--- src/rtl/display_msg_scheduler.sv ---
// display_msg_scheduler
//   Buffers bytes from the UART receiver as a nibble message and drives the
//   four-digit seven-segment word. Messages of up to four nibbles are shown
//   statically (left-aligned, blank padded). Longer messages scroll one digit
//   every SCROLL_DIV cycles. A receive error replaces the display with an
//   error pattern until the next good byte.
//
// Ports
//   clk       : system clock
//   reset     : asynchronous active-high reset
//   rx_data   : received byte, valid with rx_valid
//   rx_valid  : one-cycle strobe per received byte
//   rx_perror : parity error flag, sampled with rx_valid
//   rx_ferror : framing error flag, sampled with rx_valid
//   clear     : synchronous message clear (wins over rx_valid)
//   word      : display word, [15:12] leftmost digit, [3:0] rightmost
//   msg_len   : number of bytes held
//   overflow  : sticky, a good byte was dropped because the buffer was full
//   error     : high while the error pattern is displayed
module display_msg_scheduler #(
  parameter int         DEPTH      = 8,
  parameter int         SCROLL_DIV = 25_000_000,
  parameter logic [3:0] BLANK_CHAR = 4'hC,
  parameter logic [3:0] ERR_CHAR   = 4'hE,
  localparam int        AW         = $clog2(DEPTH),
  localparam int        LW         = AW + 1
) (
  input  logic          clk,
  input  logic          reset,
  input  logic [7:0]    rx_data,
  input  logic          rx_valid,
  input  logic          rx_perror,
  input  logic          rx_ferror,
  input  logic          clear,
  output logic [15:0]   word,
  output logic [LW-1:0] msg_len,
  output logic          overflow,
  output logic          error
);

  localparam int CW = (SCROLL_DIV > 1) ? $clog2(SCROLL_DIV) : 1;

  typedef enum logic [1:0] {
    ST_EMPTY,
    ST_SHOW,
    ST_SCROLL,
    ST_ERROR
  } state_t;

  state_t        state_reg, state_next;
  logic [LW-1:0] len_reg, len_next;
  logic [LW-1:0] pos_reg, pos_next;
  logic [CW-1:0] cnt_reg, cnt_next;
  logic          ovf_reg, ovf_next;
  logic          err_reg, err_next;
  logic [15:0]   word_reg, word_next;

  logic          wr_en;
  logic [7:0]    mem [DEPTH];

  logic          good_byte, bad_byte;
  logic [LW:0]   n_reg;      // nibble count N = 2*msg_len
  logic [LW-1:0] len_inc;
  logic [15:0]   disp;       // SHOW/SCROLL window, leftmost digit in [15:12]

  assign good_byte = rx_valid & ~rx_perror & ~rx_ferror;
  assign bad_byte  = rx_valid & (rx_perror | rx_ferror);
  assign n_reg     = {len_reg, 1'b0};
  assign len_inc   = len_reg + LW'(1);

  // Next-state and control
  always_comb begin
    state_next = state_reg;
    len_next   = len_reg;
    pos_next   = pos_reg;
    cnt_next   = cnt_reg;
    ovf_next   = ovf_reg;
    err_next   = err_reg;
    wr_en      = 1'b0;

    // Step timer only runs while scrolling; appends leave it untouched.
    if (state_reg == ST_SCROLL) begin
      if (cnt_reg == CW'(SCROLL_DIV - 1)) begin
        cnt_next = '0;
        pos_next = ({1'b0, pos_reg} + (LW+1)'(1) == n_reg) ? '0 : pos_reg + LW'(1);
      end else begin
        cnt_next = cnt_reg + CW'(1);
      end
    end

    if (clear) begin
      state_next = ST_EMPTY;
      len_next   = '0;
      pos_next   = '0;
      cnt_next   = '0;
      ovf_next   = 1'b0;
      err_next   = 1'b0;
    end else if (bad_byte) begin
      state_next = ST_ERROR;
      len_next   = '0;
      pos_next   = '0;
      cnt_next   = '0;
      err_next   = 1'b1;
    end else if (good_byte) begin
      if (len_reg == LW'(DEPTH)) begin
        ovf_next = 1'b1;
      end else begin
        wr_en    = 1'b1;
        len_next = len_inc;
        unique case (state_reg)
          ST_EMPTY, ST_ERROR: begin
            // len_reg is 0 here, so the byte lands at index 0
            state_next = ST_SHOW;
            err_next   = 1'b0;
            pos_next   = '0;
            cnt_next   = '0;
          end
          ST_SHOW: begin
            if (len_inc > LW'(2)) begin
              state_next = ST_SCROLL;
              pos_next   = '0;
              cnt_next   = '0;
            end
          end
          default: ;
        endcase
      end
    end
  end

  // Per-digit nibble fetch. In SCROLL the index is (pos+i) mod N; since
  // pos < N and N > 4 there, one conditional subtraction suffices.
  genvar gi;
  generate
    for (gi = 0; gi < 4; gi++) begin : gen_digit
      logic [LW+1:0] sum;
      logic [LW-1:0] idx;
      logic [7:0]    byte_v;
      logic [3:0]    d;
      always_comb begin
        sum = {2'b00, pos_reg} + (LW+2)'(gi);
        if (sum >= {1'b0, n_reg}) begin
          sum = sum - {1'b0, n_reg};
        end
        idx    = (state_reg == ST_SCROLL) ? sum[LW-1:0] : LW'(gi);
        byte_v = mem[idx[LW-1:1]];
        d      = idx[0] ? byte_v[3:0] : byte_v[7:4];
        if (state_reg == ST_SHOW && !((LW+1)'(gi) < n_reg)) begin
          d = BLANK_CHAR;
        end
      end
      assign disp[15-4*gi -: 4] = d;
    end
  endgenerate

  always_comb begin
    word_next = {4{BLANK_CHAR}};
    unique case (state_reg)
      ST_EMPTY:  word_next = {4{BLANK_CHAR}};
      ST_ERROR:  word_next = {4{ERR_CHAR}};
      default:   word_next = disp;
    endcase
  end

  // Message buffer; contents need no reset since msg_len gates every use.
  always_ff @(posedge clk) begin
    if (wr_en) begin
      mem[len_reg[AW-1:0]] <= rx_data;
    end
  end

  always_ff @(posedge clk or posedge reset) begin
    if (reset) begin
      state_reg <= ST_EMPTY;
      len_reg   <= '0;
      pos_reg   <= '0;
      cnt_reg   <= '0;
      ovf_reg   <= 1'b0;
      err_reg   <= 1'b0;
      word_reg  <= {4{BLANK_CHAR}};
    end else begin
      state_reg <= state_next;
      len_reg   <= len_next;
      pos_reg   <= pos_next;
      cnt_reg   <= cnt_next;
      ovf_reg   <= ovf_next;
      err_reg   <= err_next;
      word_reg  <= word_next;
    end
  end

  assign word     = word_reg;
  assign msg_len  = len_reg;
  assign overflow = ovf_reg;
  assign error    = err_reg;

endmodule

--- config.mk ---
export PLATFORM = sky130hd
export DESIGN_NAME = display_msg_scheduler
export DESIGN_NICKNAME = d
export VERILOG_FILES = /design/src/rtl/display_msg_scheduler.sv
export SDC_FILE = /design/constraint.sdc
export NUM_CORES = 1
export LEC_CHECK = 0
export BUFFER_PORTS_ARGS = -buffer_cell sky130_fd_sc_hd__buf_2
export CORE_MARGIN = 4
export CORE_UTILIZATION = 28
export CTS_CLUSTER_SIZE = 8
export DETAILED_ROUTE_END_ITERATION = 8
export GPL_TIMING_DRIVEN = 0
export PLACE_DENSITY = 0.52
export SKIP_CTS_REPAIR_TIMING = 1
export SYNTH_ARGS = -nofsm -noshare
export SYNTH_HDL_FRONTEND = slang
export SYNTH_SLANG_ARGS = --single-unit
--- constraint.sdc ---
create_clock -name clk -period 4.1 [get_ports clk]
set_input_delay 0 -clock clk [delete_from_list [all_inputs] [get_ports clk]]
set_output_delay 0 -clock clk [all_outputs]
set_load 0.1 [all_outputs]
==> results list <==
- Largest area contributor in the netlist: sky130_fd_sc_hd__edfxtp_1
- For the pin with the worst max-slew slack, the measured transition is 1.31 ns.
- Number of antenna violations at the first check in global routing: 0
- Die Span Y: 176 um
- Startpoint type of the worst setup path: register
* Violations in the final reports: negative hold slack
* Leading register cell type out of synthesis: sky130_fd_sc_hd__edfxtp_1
- Worst slew margin relative to its limit: 0.125
* Clock share of power: 0.470
- Number of distinct library cells after synthesis: 77
- Nets@finish: about 900
- Commonest cells in the synthesized netlist: sky130_fd_sc_hd__mux2i_1, sky130_fd_sc_hd__nand2_1, sky130_fd_sc_hd__edfxtp_1, sky130_fd_sc_hd__nor2_1, sky130_fd_sc_hd__dfrtp_1
- Total global-route track usage: 0.164
- Mean routed wirelength per cell: 20.5 um
* Worst Setup Path Type: register to register
* Total power density per cell area: around 330 nW/um2
- Class of the most critical hold timing path: input port to register
- The share of synthesized area in the top cell type comes to 0.244.
* Antenna diodes: 0
- The mapped netlist covers 7890 um2.
- Detail-routed via count per cell: around 5.2
- At the worst endpoint, the arrival time is roughly 4.3 ns.
* Number of flip-flops under the largest register name: 64
* Proportion of synthesized chip area in sequential cells: 0.413
* Internal power of the cells: 2.24 mW
* Cts bufs inserted: 17
- At the later pin of the worst-skew pair, clock insertion delay measures 0.44 ns.
- Setup violation total in the final timing report: 0
- Number of nets produced by synthesis: 798
- DRC violations left: 0
* Largest stage delay on the critical path: approximately 0.51 ns
- Highest attainable clock frequency: 253 MHz
- Compared with the post-synthesis result, the final layout area differs by 20.6%.
- Area of the placeable core: 27800 um2
- Clock-pin slew on the worst setup and hold paths: 0.06 ns
- In the synthesized netlist the async set-or-reset flop fraction comes to 0.453.
* R2R cell count: 13
- After legalization and detailed placement, the total HPWL measured around 18000 um.
* CTS tree: yes
- Post-detailed-route count of antenna-violating nets: 0
- Setup WS post-layout: 0.142 ns
- Maximum clock skew at final layout: 0.00948 ns
* Port-buffer cells: 35
- Number of gates on the worst path with buffers counted: 13
- Crit Path Max Fanout: 10
- Rows: 61
- By area the synthesized netlist is led by sky130_fd_sc_hd__edfxtp_1, sky130_fd_sc_hd__dfrtp_1, sky130_fd_sc_hd__mux2i_1.
- Of the total power, the share spent switching nets is 0.292.
* Kind of cell with the highest combined delay on the critical path: compound AO/OA/AOI/OAI gates
- Post-Layout Cell Count: about 1200
* Share of the clock period used by the worst path after layout: 0.965
- The total overflow left after global routing is 0.
- Syn avg cell area: 10.5 um2
- Number of global-route vias before repair: 6335
- First-pass iteration count of the detailed router: 5
* Final critical path time including I/O delays and setup: between 3 and 4 ns
- Via count: 6415
- Count of flip-flops with a built-in enable after synthesis: 64
- Initial drt markers: 474
- The worst hold path was traced through 4 stages.
* Number of max-cap violations: 0
* Part of the total power dissipated in combinational logic: 0.125
* Seq cells post-synth: about 120
* Register share of total power: 0.405
* Switch Pwr: 0.926 mW
* Final sum of negative setup slack: 0 ns
- Final estimated routing congestion in global placement: 0.942
- Horiz. Die Dim: roughly 180 um
- Initial Utilization: 0.284
- Clk sink count: 117
- The first global-routing pass estimated 38500 um of wire.
- Final Hold Fails: 2
- The flow ran to the end, but the final reports show violations.
* Layout cell share with drive strength beyond 1: 0.207
* Largest net degree at the start of global routing: 39
* Critical path capture point type: register
- Final Power: approximately 3.2 mW
- Cell total after placement: 1174
- On the final layout, the worst hold slack is -0.0124 ns.
- Lkg Pwr: 3.96 nW
- The clock passes through at most 2 buffers.
- CTS built an H-tree with a depth of 4.
* Most frequently used cell type in the post-synthesis netlist: sky130_fd_sc_hd__mux2i_1
- Prior to clock tree synthesis, the placed netlist has a worst setup slack of -0.312 ns.
- Synthesis warning total: 0
- Overall die area: 30900 um2
* Critical path data required time: about 4.5 ns
- Cell with the largest stage delay on the worst path: sky130_fd_sc_hd__dfrtp_1
* Total I/O pin count: 36
- Counting both buffers and inverters, the worst setup path holds a total of 4.
- Post-Syn Instances: 754
- CTS Root Buffer Type: sky130_fd_sc_hd__clkbuf_16
* Maximum ir drop on the vdd rail: 0.281 mV
- For this block, the routed nets add up to 25100 um of wire.
- Cells along the critical path: inv_1, ha_1, xnor2_1, inv_1, fa_1, a311oi_4, buf_4, mux2i_4, buf_2, a21oi_1, a22oi_1, o22ai_1, a21oi_1
- The max-slew violation count came to 0.
[tightest hold or removal path, cell delays in order]
cell and delay [ns]:
sky130_fd_sc_hd__buf_2 0.08, sky130_fd_sc_hd__nor2_1 0.05, sky130_fd_sc_hd__a41oi_1 0.20, sky130_fd_sc_hd__nor2_1 0.05
[area by class of cell]
type | count | area, um2
sequential | 117 | 3260
inverter | 23 | 86.3
multi-input combinational | 572 | 4420
tap | 378 | 473
clock buffer | 20 | 489
timing repair buffer | 65 | 455
buffer | 40 | 233
fill | 2852 | 18300
clock inverter | 12 | 105
[per-stage QoR]
stage               utilization  instance area, um2
detailed placement        0.311                8650
global placement          0.307                8540
floorplan                     -                7890
global route              0.343                9520
CTS                       0.333                9240
finish                    0.343                9520
[layout by cell type (no fill, tap or decap), types with 10 or more instances in the layout]
cell type / netlist / final
sky130_fd_sc_hd__mux2i_1: 93 / 91
sky130_fd_sc_hd__nand2_1: 79 / 78
sky130_fd_sc_hd__edfxtp_1: 64 / 64
sky130_fd_sc_hd__nor2_1: 57 / 57
sky130_fd_sc_hd__buf_2: 12 / 47
sky130_fd_sc_hd__dfrtp_1: 45 / 45
sky130_fd_sc_hd__a21oi_1: 37 / 36
sky130_fd_sc_hd__ha_1: 26 / 26
sky130_fd_sc_hd__inv_1: 23 / 22
sky130_fd_sc_hd__buf_4: 8 / 22
sky130_fd_sc_hd__nand3_1: 22 / 21
sky130_fd_sc_hd__clkbuf_16: 0 / 19
sky130_fd_sc_hd__xor2_1: 17 / 17
sky130_fd_sc_hd__mux2_2: 16 / 16
sky130_fd_sc_hd__xnor2_1: 14 / 14
sky130_fd_sc_hd__o211ai_1: 13 / 13
sky130_fd_sc_hd__o22ai_1: 13 / 13
sky130_fd_sc_hd__clkbuf_1: 18 / 12
sky130_fd_sc_hd__mux4_2: 12 / 12
sky130_fd_sc_hd__nor3_1: 15 / 11
sky130_fd_sc_hd__dlygate4sd3_1: 0 / 11
sky130_fd_sc_hd__nand4_1: 10 / 10
[routing by layer]
layer	vias up	track usage	wire, um
li1	3023	-	-
met1	3154	0.215	11100
met2	186	0.265	11900
met3	52	0.0314	1180
met4	0	0.0737	909
met5	-	0	0
[logic make-up (layout without fill, tap and decap cells)]
kind of cell,count (synthesis),after routing,synth area share
buffers and inverters,65,160,0.0407
AOI/OAI and AO/OA,155,155,0.141
xor gates and xnor gates,31,31,0.0344
and+or+nand+nor,234,234,0.143
adders and majority gates,30,30,0.0514
DFF,117,117,0.413
muxes,122,122,0.177
[final timing paths]
path,startpoint,end,slack [ns]
setup / recovery,pos_reg[1],word[3],0.14
hold / removal,rx_perror,overflow,-0.01
setup reg to reg,pos_reg[1],word[3],0.14
hold reg to reg,overflow,overflow,0.51
max in group asynchronous,reset,msg_len[0],3.43
min in group asynchronous,reset,word[13],0.12
[power groups by stage]
stage	Sequential, mW	Clock [mW]	Combinational, mW
after floorplan	1.45	0	0.131
after global placement	1.31	0	0.377
after detailed placement	1.31	0	0.381
after CTS	1.28	1.53	0.382
after global routing	1.29	1.58	0.417
final	1.28	1.49	0.395
Note: power is estimated with default switching activity, not from simulation.
